File: config.mk
export PLATFORM = sky130hd
export DESIGN_NAME = reg_transfer_sequencer
export DESIGN_NICKNAME = d
export VERILOG_FILES = /design/src/rtl/reg_transfer_pkg.sv /design/src/rtl/reg_transfer_sequencer.sv
export SDC_FILE = /design/constraint.sdc
export NUM_CORES = 1
export LEC_CHECK = 0
export ABC_AREA = 1
export BUFFER_PORTS_ARGS = -buffer_cell sky130_fd_sc_hd__buf_2
export CAP_MARGIN = 5
export CORE_MARGIN = 5
export CORE_UTILIZATION = 47
export CTS_BUF_LIST = sky130_fd_sc_hd__clkbuf_4
export DETAILED_ROUTE_END_ITERATION = 7
export HOLD_SLACK_MARGIN = 0.12
export PLACE_DENSITY = 0.78
export SLEW_MARGIN = 20
export SYNTH_ARGS = -nofsm -noshare
export SYNTH_HDL_FRONTEND = slang
export SYNTH_SLANG_ARGS = --single-unit
File: constraint.sdc
create_clock -name CLK -period 2.4 [get_ports CLK]
set_input_delay 0.24 -clock CLK [delete_from_list [all_inputs] [get_ports CLK]]
set_output_delay 0.24 -clock CLK [all_outputs]
set_load 0.1 [all_outputs]
File: src/rtl/reg_transfer_pkg.sv
// Shared encodings and default sizes for the register-transfer sequencer.
package reg_transfer_pkg;

    localparam int DEF_WIDTH    = 3;
    localparam int DEF_NUM_REGS = 4;
    localparam int SEL_W        = 2;

    typedef enum logic [1:0] {
        OP_LOAD_IMM = 2'd0,
        OP_MOVE     = 2'd1,
        OP_INC      = 2'd2,
        OP_SWAP     = 2'd3
    } op_e;

    typedef enum logic [2:0] {
        ST_IDLE   = 3'd0,
        ST_FETCH  = 3'd1,
        ST_WRITE  = 3'd2,
        ST_WRITE2 = 3'd3,
        ST_DONE   = 3'd4
    } state_e;

endpackage

File: src/rtl/reg_transfer_sequencer.sv
// Command-driven fetch/write/done sequencer driving a bank of load-enable registers
// through a shared D bus; every output is a register decoded from the next state.
module reg_transfer_sequencer
    import reg_transfer_pkg::*;
#(
    parameter int WIDTH    = DEF_WIDTH,
    parameter int NUM_REGS = DEF_NUM_REGS
) (
    input  logic                      CLK,
    input  logic                      Reset,
    input  logic                      cmd_valid,
    output logic                      cmd_ready,
    input  logic [1:0]                cmd_op,
    input  logic [SEL_W-1:0]          cmd_src,
    input  logic [SEL_W-1:0]          cmd_dst,
    input  logic [WIDTH-1:0]          cmd_imm,
    input  logic [NUM_REGS*WIDTH-1:0] Q_bus,
    output logic [WIDTH-1:0]          D,
    output logic [NUM_REGS-1:0]       Load,
    output logic                      busy,
    output logic                      done
);

    function automatic logic [NUM_REGS-1:0] sel_onehot(input logic [SEL_W-1:0] idx);
        logic [NUM_REGS-1:0] v;
        v      = {NUM_REGS{1'b0}};
        v[idx] = 1'b1;
        return v;
    endfunction

    // Carry out of the top bit is dropped, so the maximum value wraps to zero.
    function automatic logic [WIDTH-1:0] wrap_inc(input logic [WIDTH-1:0] v);
        return v + {{(WIDTH-1){1'b0}}, 1'b1};
    endfunction

    state_e               state_r, next_state_s;
    op_e                  op_r, op_s;
    logic [SEL_W-1:0]     src_r, src_s, dst_r, dst_s;
    logic [WIDTH-1:0]     imm_r, imm_s;
    logic [WIDTH-1:0]     tmp_a_r, tmp_a_s, tmp_b_r, tmp_b_s;
    logic [WIDTH-1:0]     q_arr_s [NUM_REGS];
    logic [WIDTH-1:0]     d_s;
    logic [NUM_REGS-1:0]  load_s;

    // Unpack the register outputs into an indexable array.
    always_comb begin
        for (int i = 0; i < NUM_REGS; i++) begin
            q_arr_s[i] = Q_bus[i*WIDTH +: WIDTH];
        end
    end

    // Next-state, command latch and temporary capture.
    always_comb begin
        next_state_s = state_r;
        op_s         = op_r;
        src_s        = src_r;
        dst_s        = dst_r;
        imm_s        = imm_r;
        tmp_a_s      = tmp_a_r;
        tmp_b_s      = tmp_b_r;
        case (state_r)
            ST_IDLE: begin
                if (cmd_valid) begin
                    op_s         = op_e'(cmd_op);
                    src_s        = cmd_src;
                    dst_s        = cmd_dst;
                    imm_s        = cmd_imm;
                    next_state_s = ST_FETCH;
                end else begin
                    next_state_s = ST_IDLE;
                end
            end
            ST_FETCH: begin
                tmp_a_s      = q_arr_s[src_r];
                tmp_b_s      = q_arr_s[dst_r];
                next_state_s = ST_WRITE;
            end
            ST_WRITE: begin
                if (op_r == OP_SWAP) begin
                    next_state_s = ST_WRITE2;
                end else begin
                    next_state_s = ST_DONE;
                end
            end
            ST_WRITE2: next_state_s = ST_DONE;
            ST_DONE:   next_state_s = ST_IDLE;
            default:   next_state_s = ST_IDLE;
        endcase
    end

    // Decode the bus drive for the state being entered so D/Load can be registered.
    always_comb begin
        d_s    = {WIDTH{1'b0}};
        load_s = {NUM_REGS{1'b0}};
        case (next_state_s)
            ST_WRITE: begin
                load_s = sel_onehot(dst_s);
                case (op_s)
                    OP_LOAD_IMM: d_s = imm_s;
                    OP_INC:      d_s = wrap_inc(tmp_a_s);
                    OP_MOVE:     d_s = tmp_a_s;
                    OP_SWAP:     d_s = tmp_a_s;
                    default:     d_s = {WIDTH{1'b0}};
                endcase
            end
            ST_WRITE2: begin
                load_s = sel_onehot(src_s);
                d_s    = tmp_b_s;
            end
            default: begin
                d_s    = {WIDTH{1'b0}};
                load_s = {NUM_REGS{1'b0}};
            end
        endcase
    end

    // State, latched command, temporaries and registered outputs.
    always_ff @(posedge CLK) begin
        if (Reset) begin
            state_r   <= ST_IDLE;
            op_r      <= OP_LOAD_IMM;
            src_r     <= {SEL_W{1'b0}};
            dst_r     <= {SEL_W{1'b0}};
            imm_r     <= {WIDTH{1'b0}};
            tmp_a_r   <= {WIDTH{1'b0}};
            tmp_b_r   <= {WIDTH{1'b0}};
            D         <= {WIDTH{1'b0}};
            Load      <= {NUM_REGS{1'b0}};
            done      <= 1'b0;
            busy      <= 1'b0;
            cmd_ready <= 1'b1;
        end else begin
            state_r   <= next_state_s;
            op_r      <= op_s;
            src_r     <= src_s;
            dst_r     <= dst_s;
            imm_r     <= imm_s;
            tmp_a_r   <= tmp_a_s;
            tmp_b_r   <= tmp_b_s;
            D         <= d_s;
            Load      <= load_s;
            done      <= (next_state_s == ST_DONE);
            busy      <= (next_state_s != ST_IDLE);
            cmd_ready <= (next_state_s == ST_IDLE);
        end
    end

endmodule

==> impl_metrics.env, run 1 <==
export IMPL_status="complete, no violations"
export IMPL_routed_wl_um=2910
export IMPL_drive_above_1_share_pct=19.8
export IMPL_grt_pass1_wl_um=4900
export IMPL_portBuffers=33
export IMPL_vias=1329
export IMPL_regToRegSetupSlack_ns=0.54
export IMPL_setup_ws_ns=0.539
export IMPL_hold_depth=3
export IMPL_synth_area_leaders="dfxtp_1 (40%), nand2_1 (15%), inv_1 (8.5%)"
export IMPL_vdd_drop_max_uv=415
export IMPL_grt_ovfl_total=0
export IMPL_regToRegEndpoint="D[1]"
export IMPL_insertion_delay_ns=0.33
export IMPL_cts_htree_levels=1
export IMPL_cts_root_buf="clkbuf_4"
export IMPL_final_max_slew_viol_count=0
export IMPL_drtAntennaViolNets=0
export IMPL_start_util_pct=49.9
export IMPL_antenna_cells=0
export IMPL_finalCritPeriodShare_pct=77.5
export IMPL_path_clk_slew_ns=0.15
export IMPL_gp_congestion=0.893
export IMPL_grt_usage_pct=14.6
export IMPL_cts_buffers=3
export IMPL_synth_avg_cell_area_um2=6.82
export IMPL_synth_top_area_share_pct=39.7
export IMPL_leakagePower_nw=0.861
export IMPL_tightest_slew_ns=0.488
export IMPL_syn_num_nets=232
export IMPL_syn_area_um2=1410
export IMPL_hp_class="in2reg"
export IMPL_tns_ns=0
export IMPL_power_total_w=0.00107
export IMPL_synth_top_area_cell="dfxtp_1"
export IMPL_drcViolationCount=0
export IMPL_routedWlPerCell_um=10.9
export IMPL_power_density_nw_per_um2=662
export IMPL_yosys_register_bits=28
export IMPL_setup_viol=0
export IMPL_cts_buffer_depth=2
export IMPL_slew_headroom_pct=67.7
export IMPL_grt_max_degree=21
export IMPL_cts_tree="yes"
export IMPL_hold_path_startpoint="cmd_imm[1]"
export IMPL_fin_crit_ns=1.86
export IMPL_cts_resized=0
export IMPL_synth_ff_type="dfxtp_1"
export IMPL_criticalPathCategory="reg2reg"
export IMPL_vias_per_cell=4.96
export IMPL_cp_required_ns=2.65
export IMPL_nets=263
export IMPL_min_to="imm_r[1]"
export IMPL_synth_edf_count=0
export IMPL_die_h_um=64.8
export IMPL_critPathCaptureType="flop"
export IMPL_die_w_um=64.8
export IMPL_ys_types=27
export IMPL_postSynthCellCount=207
export IMPL_core_area_um2=2830
export IMPL_fmax_mhz=537
export IMPL_skew_ns=0.0170
export IMPL_pin_count=34
export IMPL_pre_cts_ws_ns=0.537
export IMPL_arrival_ns=2.11
export IMPL_die_area_um2=4200
export IMPL_grt_pass1_vias=1152
export IMPL_crit_fanout=15
export IMPL_finalHoldViolations=0
export IMPL_ys_async_sr_fraction_pct=0
export IMPL_maxCapViolCount=0
export IMPL_r2r_cells=10
export IMPL_seq_area_frac_synth_pct=39.7
export IMPL_area_growth_pct=14.3
export IMPL_drt_iter0_markers=53
export IMPL_postCtsHoldBufs=0
export IMPL_cts_sinks=28
export IMPL_rows=19
export IMPL_startpoint_type="flop"
export IMPL_dr_pass1_iters=4
export IMPL_worstReg2RegStart="state_r[1]"
export IMPL_ys_warn_count=0
export IMPL_antenna_found_initial=0
export IMPL_hpwl_um=2310
export IMPL_cts_setup_buffers=0
export IMPL_grt_setup_unrepaired="false"
## cell usage in the layout (no fill, tap or decap)
master	n
nor2_4	1
bufinv_16	1
or2_1	2
o211ai_1	6
nor2_1	20
o21ai_2	2
o21ai_0	4
nand4_1	1
nand2_2	2
a2111oi_0	2
nor2_2	1
nand3_1	21
dfxtp_1	28
buf_2	33
a211oi_2	1
a31oi_1	4
ha_1	1
inv_1	32
nand3_2	1
o21ai_1	4
nand2_1	57
nand3b_1	2
a21oi_1	6
inv_2	2
clkbuf_4	3
## cells in the mapped netlist (2+ instances only)
cell type / instances
nand3_1: 21
o211ai_1: 6
inv_2: 2
nand2_1: 57
inv_1: 32
nand3b_1: 2
nor2_1: 20
or2_1: 2
a31oi_1: 4
clkbuf_1: 2
o21ai_1: 4
a2111oi_0: 2
dfxtp_1: 28
o21ai_0: 4
o21ai_2: 2
nand2_2: 2
a21oi_1: 6
buf_6: 2
## cells by family (layout without fill, tap and decap cells)
group	Yosys count	count (layout)	synth area share (%)
compound gates	29	29	13.3
fa+ha+maj	1	1	0.886
buf+inv	41	71	12.9
flops	28	28	39.7
simple gates	108	108	33.2
## through the flow
| stage | instance area [um2] | utilization (%) | cells | hold slack, ns |
|---|---|---|---|---|
| 2_1_floorplan | 1410 | - | 207 | 0.404 |
| 3_3_place_gp | 1560 | 55.2 | 264 | 0.494 |
| 3_5_place_dp | 1560 | 55.2 | 264 | 0.518 |
| 4_1_cts | 1610 | 57.0 | 268 | 0.166 |
| 5_1_grt | 1610 | 57.0 | 268 | 0.176 |
| 6_report | 1610 | 57.0 | 268 | 0.176 |
## metal layers
layer | GRT usage, % | routed length (um)
met1 | 20.4 | 1390
met4 | 3.17 | 26
met5 | 0 | 0
met2 | 22.7 | 1340
met3 | 3.80 | 154
## power by group
group | internal [W] | total (W) | switching (W)
registers | 0.000495 | 0.000514 | 0.0000187
clock network | 0.000169 | 0.000304 | 0.000135
logic | 0.0000765 | 0.000250 | 0.000174
total | 0.000740 | 0.00107 | 0.000327
## worst max-delay path by stage
stage	end	depth (start not counted)	start
final	D[1]	10	state_r[1]
after global routing	D[2]	13	state_r[2]
after CTS	D[1]	10	state_r[1]
after detailed placement	D[1]	10	state_r[1]
after global placement	D[1]	10	state_r[2]
after floorplan	D[1]	10	state_r[2]
## worst max-delay path, cell delays in order, from the launching register on
cell and delay [ns]:
dfxtp_1 0.36, nor2_2 0.16, nand2_1 0.16, inv_2 0.23, nand3_1 0.14, nand2_1 0.12, inv_1 0.05, ha_1 0.27
nand3b_1 0.15, nand4_1 0.09, nand2_1 0.06
## registers in the layout (all words and copies together), names as in the netlist
| register | count |
|---|---|
| imm_r | 3 |
| done | 1 |
| state_r | 3 |
| tmp_b_r | 3 |
| cmd_ready | 1 |
| Load | 4 |
| src_r | 2 |
| busy | 1 |
| D | 3 |
| tmp_a_r | 3 |
| dst_r | 2 |
| op_r | 2 |
## cell type report
type,instances,area (um2)
Tap cell,31,38.8
Timing Repair Buffer,33,165
Sequential cell,28,561
Inverter,34,128
Fill cell,286,1220
Clock buffer,3,22.5
Multi-Input combinational cell,138,668
Clock inverter,1,30.0
Power figures use the tool's default switching activity.
==> run 2: changes to the inputs <==
--- a/config.mk
+++ b/config.mk
@@ -13,7 +13,7 @@
 export CTS_BUF_LIST = sky130_fd_sc_hd__clkbuf_4
 export DETAILED_ROUTE_END_ITERATION = 7
 export HOLD_SLACK_MARGIN = 0.12
-export PLACE_DENSITY = 0.78
+export PLACE_DENSITY = 0.81
 export SLEW_MARGIN = 20
 export SYNTH_ARGS = -nofsm -noshare
 export SYNTH_HDL_FRONTEND = slang
==> constraint.sdc (replaced) <==
create_clock -name CLK -period 1.6 [get_ports CLK]
set_input_delay 0.16 -clock CLK [delete_from_list [all_inputs] [get_ports CLK]]
set_output_delay 0.16 -clock CLK [all_outputs]
set_load 0.1 [all_outputs]
==> run 2 against run 1 <==
Net effect: maximum frequency increased by 21%; highest routed layer unchanged; register-to-register slack worse by 0.47 ns; first-iteration DRC count increased by 81%; final cell count grew 6.0%; largest power group unchanged.
==> impl_metrics.env, run 2 (synthesized netlist as in run 1, its figures left out) <==
export IMPL_start_util_pct=49.9
export IMPL_cts_tree="yes"
export IMPL_tightest_slew_ns=0.488
export IMPL_multi_input_area_um2=711
export IMPL_hp_class="in2reg"
export IMPL_rows=19
export IMPL_die_w_um=64.8
export IMPL_regToRegEndpoint="D[1]"
export IMPL_routedWlPerCell_um=11.5
export IMPL_layout_common_cells="nand2_1 (55), buf_2 (33), inv_1 (31)"
export IMPL_portBuffers=33
export IMPL_hpwl_um=2360
export IMPL_cts_root_buf="clkbuf_4"
export IMPL_leakagePower_nw=0.942
export IMPL_dr_pass1_iters=5
export IMPL_cts_sinks=28
export IMPL_skew_ns=0.00570
export IMPL_antenna_cells=0
export IMPL_slowest_stage="dfxtp_2"
export IMPL_insertion_delay_ns=0.32
export IMPL_tns_ns=0
export IMPL_arrival_ns=1.77
export IMPL_min_to="dst_r[1]"
export IMPL_hold_depth=3
export IMPL_fmax_mhz=651
export IMPL_largest_register="Load"
export IMPL_path_clk_slew_ns=0.15
export IMPL_grt_pass1_wl_um=5010
export IMPL_hold_path_startpoint="cmd_dst[1]"
export IMPL_pin_count=34
export IMPL_gp_congestion=0.879
export IMPL_drcViolationCount=0
export IMPL_startpoint_type="flop"
export IMPL_cts_buffers=3
export IMPL_crit_chain="nor2_4, nand2_2, buf_4, nand2_1, nand2_1, ha_4, nand3b_1, nand4_1, nand2_1"
export IMPL_finalCritPeriodShare_pct=96.0
export IMPL_nets=279
export IMPL_grt_pass1_vias=1194
export IMPL_antenna_found_initial=0
export IMPL_routed_wl_um=3250
export IMPL_grt_ovfl_total=0
export IMPL_cts_htree_levels=1
export IMPL_area_growth_pct=26.9
export IMPL_grt_max_degree=20
export IMPL_slew_headroom_pct=67.7
export IMPL_finalHoldViolations=0
export IMPL_core_area_um2=2830
export IMPL_die_h_um=64.8
export IMPL_fin_crit_ns=1.54
export IMPL_register_area_um2=568
export IMPL_final_max_slew_viol_count=0
export IMPL_critPathCaptureType="flop"
export IMPL_criticalPathCategory="reg2reg"
export IMPL_drive_above_1_share_pct=28.9
export IMPL_vias=1416
export IMPL_drt_iter0_markers=96
export IMPL_grt_usage_pct=14.9
export IMPL_largest_reg_flops=4
export IMPL_r2r_cells=9
export IMPL_drtAntennaViolNets=0
export IMPL_cp_required_ns=1.83
export IMPL_final_common_cell="nand2_1"
export IMPL_maxCapViolCount=0
export IMPL_status="complete, no violations"
export IMPL_nFillCells=253
export IMPL_regToRegSetupSlack_ns=0.06
export IMPL_pre_cts_ws_ns=0.0145
export IMPL_die_area_um2=4200
export IMPL_vdd_drop_max_uv=686
export IMPL_cts_buffer_depth=2
export IMPL_worstReg2RegStart="state_r[1]"
export IMPL_setup_viol=0
export IMPL_setup_ws_ns=0.0647
export IMPL_power_density_nw_per_um2=933
export IMPL_crit_fanout=4
export IMPL_cpPeakStageDelay_ns=0.37
export IMPL_vias_per_cell=4.99
export IMPL_crit_top_cell="nand2_1"
[run 2: cell types whose count changed in the layout (fill, tap and decap cells not counted), sizes merged]
cell / change
buf: +14
dlygate4sd3: +2
[run 2: how the worst max path moves through the flow]
stage | from | to | slack, ns | depth (start not counted)
6_report | state_r[1] | D[1] | 0.06 | 9
5_1_grt | state_r[1] | D[1] | -0.04 | 9
4_1_cts | state_r[1] | D[1] | 0.01 | 10
3_5_place_dp | state_r[1] | D[1] | 0.01 | 10
3_3_place_gp | state_r[1] | D[1] | 0.05 | 10
2_1_floorplan | state_r[2] | D[1] | 0.03 | 10
[run 2: layer usage]
| layer | part of all wire [%] | up-vias | track usage, % |
|---|---|---|---|
| li1 | - | 746 | - |
| met1 | 44 | 616 | 20.0 |
| met2 | 47 | 52 | 24.1 |
| met3 | 8.2 | 2 | 2.94 |
| met4 | 0.77 | 0 | 4.75 |
| met5 | 0 | - | 0 |
[run 2: worst max-delay path: cells and delay by family (launching register included)]
| kind | cells | cell delay [ns] |
|---|---|---|
| and+or+nand+nor | 7 | 0.68 |
| DFF | 1 | 0.37 |
| adders and majority gates | 1 | 0.24 |
| buffers and inverters | 1 | 0.16 |
[run 2: area by class of cell]
cell class,count,share of cell area (%)
Multi-Input combinational cell,138,39.7
Clock buffer,3,1.26
Timing Repair Buffer,49,16.2
Tap cell,31,2.17
Clock inverter,1,1.68
Inverter,34,7.27
Sequential cell,28,31.7
[run 2: power by group]
part | internal, W | switching (W)
logic | 0.000160 | 0.000283
clock network | 0.000253 | 0.000202
registers | 0.000743 | 0.0000288
total | 0.00116 | 0.000514
[run 2: what timing repair did]
item	CTS	global route
hold buffers	2	0
endpoints found under the hold margin	2	0
endpoints found under the setup margin	2	4
resized for setup	3	13
buffers inserted	1	3
pin swaps	1	4
[run 2: through the flow]
step           std cells  hold slack, ns  power [W]  utilization, %  area [um2]
5_1_grt              284           0.134    0.00178            63.3        1790
3_3_place_gp         274           0.439    0.00118            57.9        1640
6_report             284           0.137    0.00167            63.3        1790
3_5_place_dp         274           0.444    0.00119            57.9        1640
2_1_floorplan        207           0.324    0.00109               -        1410
4_1_cts              281           0.125    0.00166            60.9        1720
==> run 3: changes to the inputs <==
--- a/config.mk
+++ b/config.mk
@@ -13,7 +13,8 @@
 export CTS_BUF_LIST = sky130_fd_sc_hd__clkbuf_4
 export DETAILED_ROUTE_END_ITERATION = 7
 export HOLD_SLACK_MARGIN = 0.12
-export PLACE_DENSITY = 0.81
+export PLACE_DENSITY = 0.78
+export SETUP_SLACK_MARGIN = 0.3
 export SLEW_MARGIN = 20
 export SYNTH_ARGS = -nofsm -noshare
 export SYNTH_HDL_FRONTEND = slang
==> constraint.sdc (replaced) <==
create_clock -name CLK -period 1.5 [get_ports CLK]
set_input_delay 0.15 -clock CLK [delete_from_list [all_inputs] [get_ports CLK]]
set_output_delay 0.15 -clock CLK [all_outputs]
set_load 0.1 [all_outputs]
==> run 3 against run 2 <==
Net effect: global-route usage is 3.1 points higher; utilization is 9.4 points higher; sequential power is 6.5% higher; first-iteration DRC count stayed put; power is 4.7% higher; routed wire length is 16% higher; combinational power is 40% higher; design area is 15% higher; sequential share of layout area is 4.0 points lower; critical path depth is 1 higher; clock skew is 0.0040 ns lower; worst hold slack better by 0.0094 ns; critical endpoint unchanged; largest cell class unchanged.
==> impl_metrics.env, run 3 (synthesized netlist as in run 1, its figures left out) <==
export IMPL_status="complete, no violations"
export IMPL_portBuffers=33
export IMPL_grtUsageMet3_pct=4.84
export IMPL_drtAntennaViolNets=0
export IMPL_antenna_found_initial=0
export IMPL_core_area_um2=2830
export IMPL_grt_ovfl_total=0
export IMPL_hp_class="in2reg"
export IMPL_layout_common_cells="nand2_1 (46), inv_1 (29), buf_4 (28)"
export IMPL_final_max_slew_viol_count=0
export IMPL_cts_buffers=3
export IMPL_cpPeakStageDelay_ns=0.38
export IMPL_cts_htree_levels=1
export IMPL_grt_util_met2_pct=30.3
export IMPL_fmax_mhz=672
export IMPL_cts_tree="yes"
export IMPL_crit_buf_inv=2
export IMPL_skew_ns=0.00174
export IMPL_p_switching_w=0.000607
export IMPL_clockPowerShare_pct=17.7
export IMPL_final_common_cell="nand2_1"
export IMPL_cts_sinks=28
export IMPL_cts_buffer_depth=2
export IMPL_cp_required_ns=1.74
export IMPL_area_growth_pct=45.7
export IMPL_startpoint_type="flop"
export IMPL_drcViolationCount=0
export IMPL_cts_root_buf="clkbuf_4"
export IMPL_rows=19
export IMPL_vdd_drop_max_uv=844
export IMPL_path_clk_slew_ns=0.14
export IMPL_routedWlPerCell_um=12.6
export IMPL_drt_iter0_markers=96
export IMPL_seqPwrFrac_pct=47.0
export IMPL_tns_ns=0
export IMPL_power_total_w=0.00175
export IMPL_setup_viol=0
export IMPL_crit_chain="nor2_4, nand2_2, inv_4, or2_4, nand2_4, inv_2, ha_4, nand3b_1, nand4_1, nand2_1"
export IMPL_grt_use_met1_pct=23.2
export IMPL_largest_reg_flops=4
export IMPL_grt_setup_unrepaired="true"
export IMPL_criticalPathCategory="reg2reg"
export IMPL_grt_busiest_layer="met2"
export IMPL_grt_usage_pct=18.0
export IMPL_finalCritPeriodShare_pct=99.3
export IMPL_hold_worst_slack_ns=0.147
export IMPL_grt_pass1_wl_um=5950
export IMPL_grt_pass1_vias=1365
export IMPL_vias_per_cell=5.12
export IMPL_start_util_pct=49.9
export IMPL_critPathCaptureType="flop"
export IMPL_setup_ws_ns=0.0111
export IMPL_regToRegSetupSlack_ns=0.01
export IMPL_drive_above_1_share_pct=39.4
export IMPL_insertion_delay_ns=0.32
export IMPL_slew_headroom_pct=74.6
export IMPL_p_int_w=0.00114
export IMPL_cpLargestDelayFamily="simple AND/OR/NAND/NOR gates"
export IMPL_pwr_share_comb_pct=35.3
export IMPL_die_area_um2=4200
export IMPL_antenna_cells=0
export IMPL_routed_wl_um=3770
export IMPL_dr_pass1_iters=4
export IMPL_switching_share_pct=34.7
export IMPL_arrival_ns=1.73
export IMPL_crit_fanout=5
export IMPL_die_h_um=64.8
export IMPL_hpwl_um=2520
export IMPL_pre_cts_ws_ns=-0.0392
export IMPL_maxCapViolCount=0
export IMPL_grt_max_degree=20
export IMPL_final_util_pct=72.7
export IMPL_power_density_nw_per_um2=851
export IMPL_slowest_stage="dfxtp_2"
export IMPL_largest_register="Load"
export IMPL_finalHoldViolations=0
export IMPL_nets=295
export IMPL_vias=1537
export IMPL_pin_count=34
export IMPL_leakagePower_nw=1.04
export IMPL_fin_crit_ns=1.49
export IMPL_die_w_um=64.8
export IMPL_tightest_slew_ns=0.371
export IMPL_gp_congestion=0.913
[run 3: cell types whose count changed in the layout (fill, tap and decap cells not counted), moves of 4 or more]
cell	change
nand2_2	+7
buf_2	-9
buf_6	+8
buf_4	+14
o21ai_1	-4
nand2_1	-9
[run 3: area by class of cell]
cell class	count	area (um2)
multi-input combinational	139	828
fill	213	773
clock buffer	3	22.5
inverter	34	133
sequential	28	569
clock inverter	1	3.75
tap	31	38.8
timing repair buffer	64	460
[run 3: per-layer routing]
metal  vias up  part of all wire (%)  wire [um]
met4         0                   1.1         42
met2        51                    50       1870
met1       694                    43       1620
li1        786                     -          -
met3         6                   6.3        238
met5         -                     0          0
[run 3: final timing paths]
kind,start,end,cells after the start
worst max-delay path,state_r[2],D[1],10
worst min-delay path,cmd_src[0],Load[2],4
worst max register to register,state_r[2],D[1],10
worst min register to register,dst_r[0],Load[3],2
[run 3: power groups by stage]
| stage | combinational (W) | clock, W | sequential (W) |
|---|---|---|---|
| after floorplan | 0.000263 | 0 | 0.000904 |
| after global placement | 0.000450 | 0 | 0.000833 |
| after detailed placement | 0.000456 | 0 | 0.000834 |
| after CTS | 0.000534 | 0.000317 | 0.000819 |
| after global routing | 0.000672 | 0.000360 | 0.000829 |
| final | 0.000617 | 0.000310 | 0.000822 |
[run 3: what timing repair did]
action                                  CTS  global route
pin swaps                                10             9
setup buffers                             7             4
hold endpoints to repair                  4             0
endpoints found under the setup margin   21            21
hold buffers                              4             0
gates resized for setup                  28            30
gates cloned                              1             1
[run 3: worst min-delay path, delay by kind of cell]
| kind | cells | cell delay, ns |
|---|---|---|
| and+or+nand+nor | 2 | 0.13 |
| buffers and inverters | 1 | 0.09 |
| AOI/OAI and AO/OA | 1 | 0.07 |
[run 3: through the flow]
stage,area [um2],std cells
2_1_floorplan,1430,207
3_3_place_gp,1690,279
3_5_place_dp,1690,279
4_1_cts,1910,295
5_1_grt,2060,300
6_report,2060,300
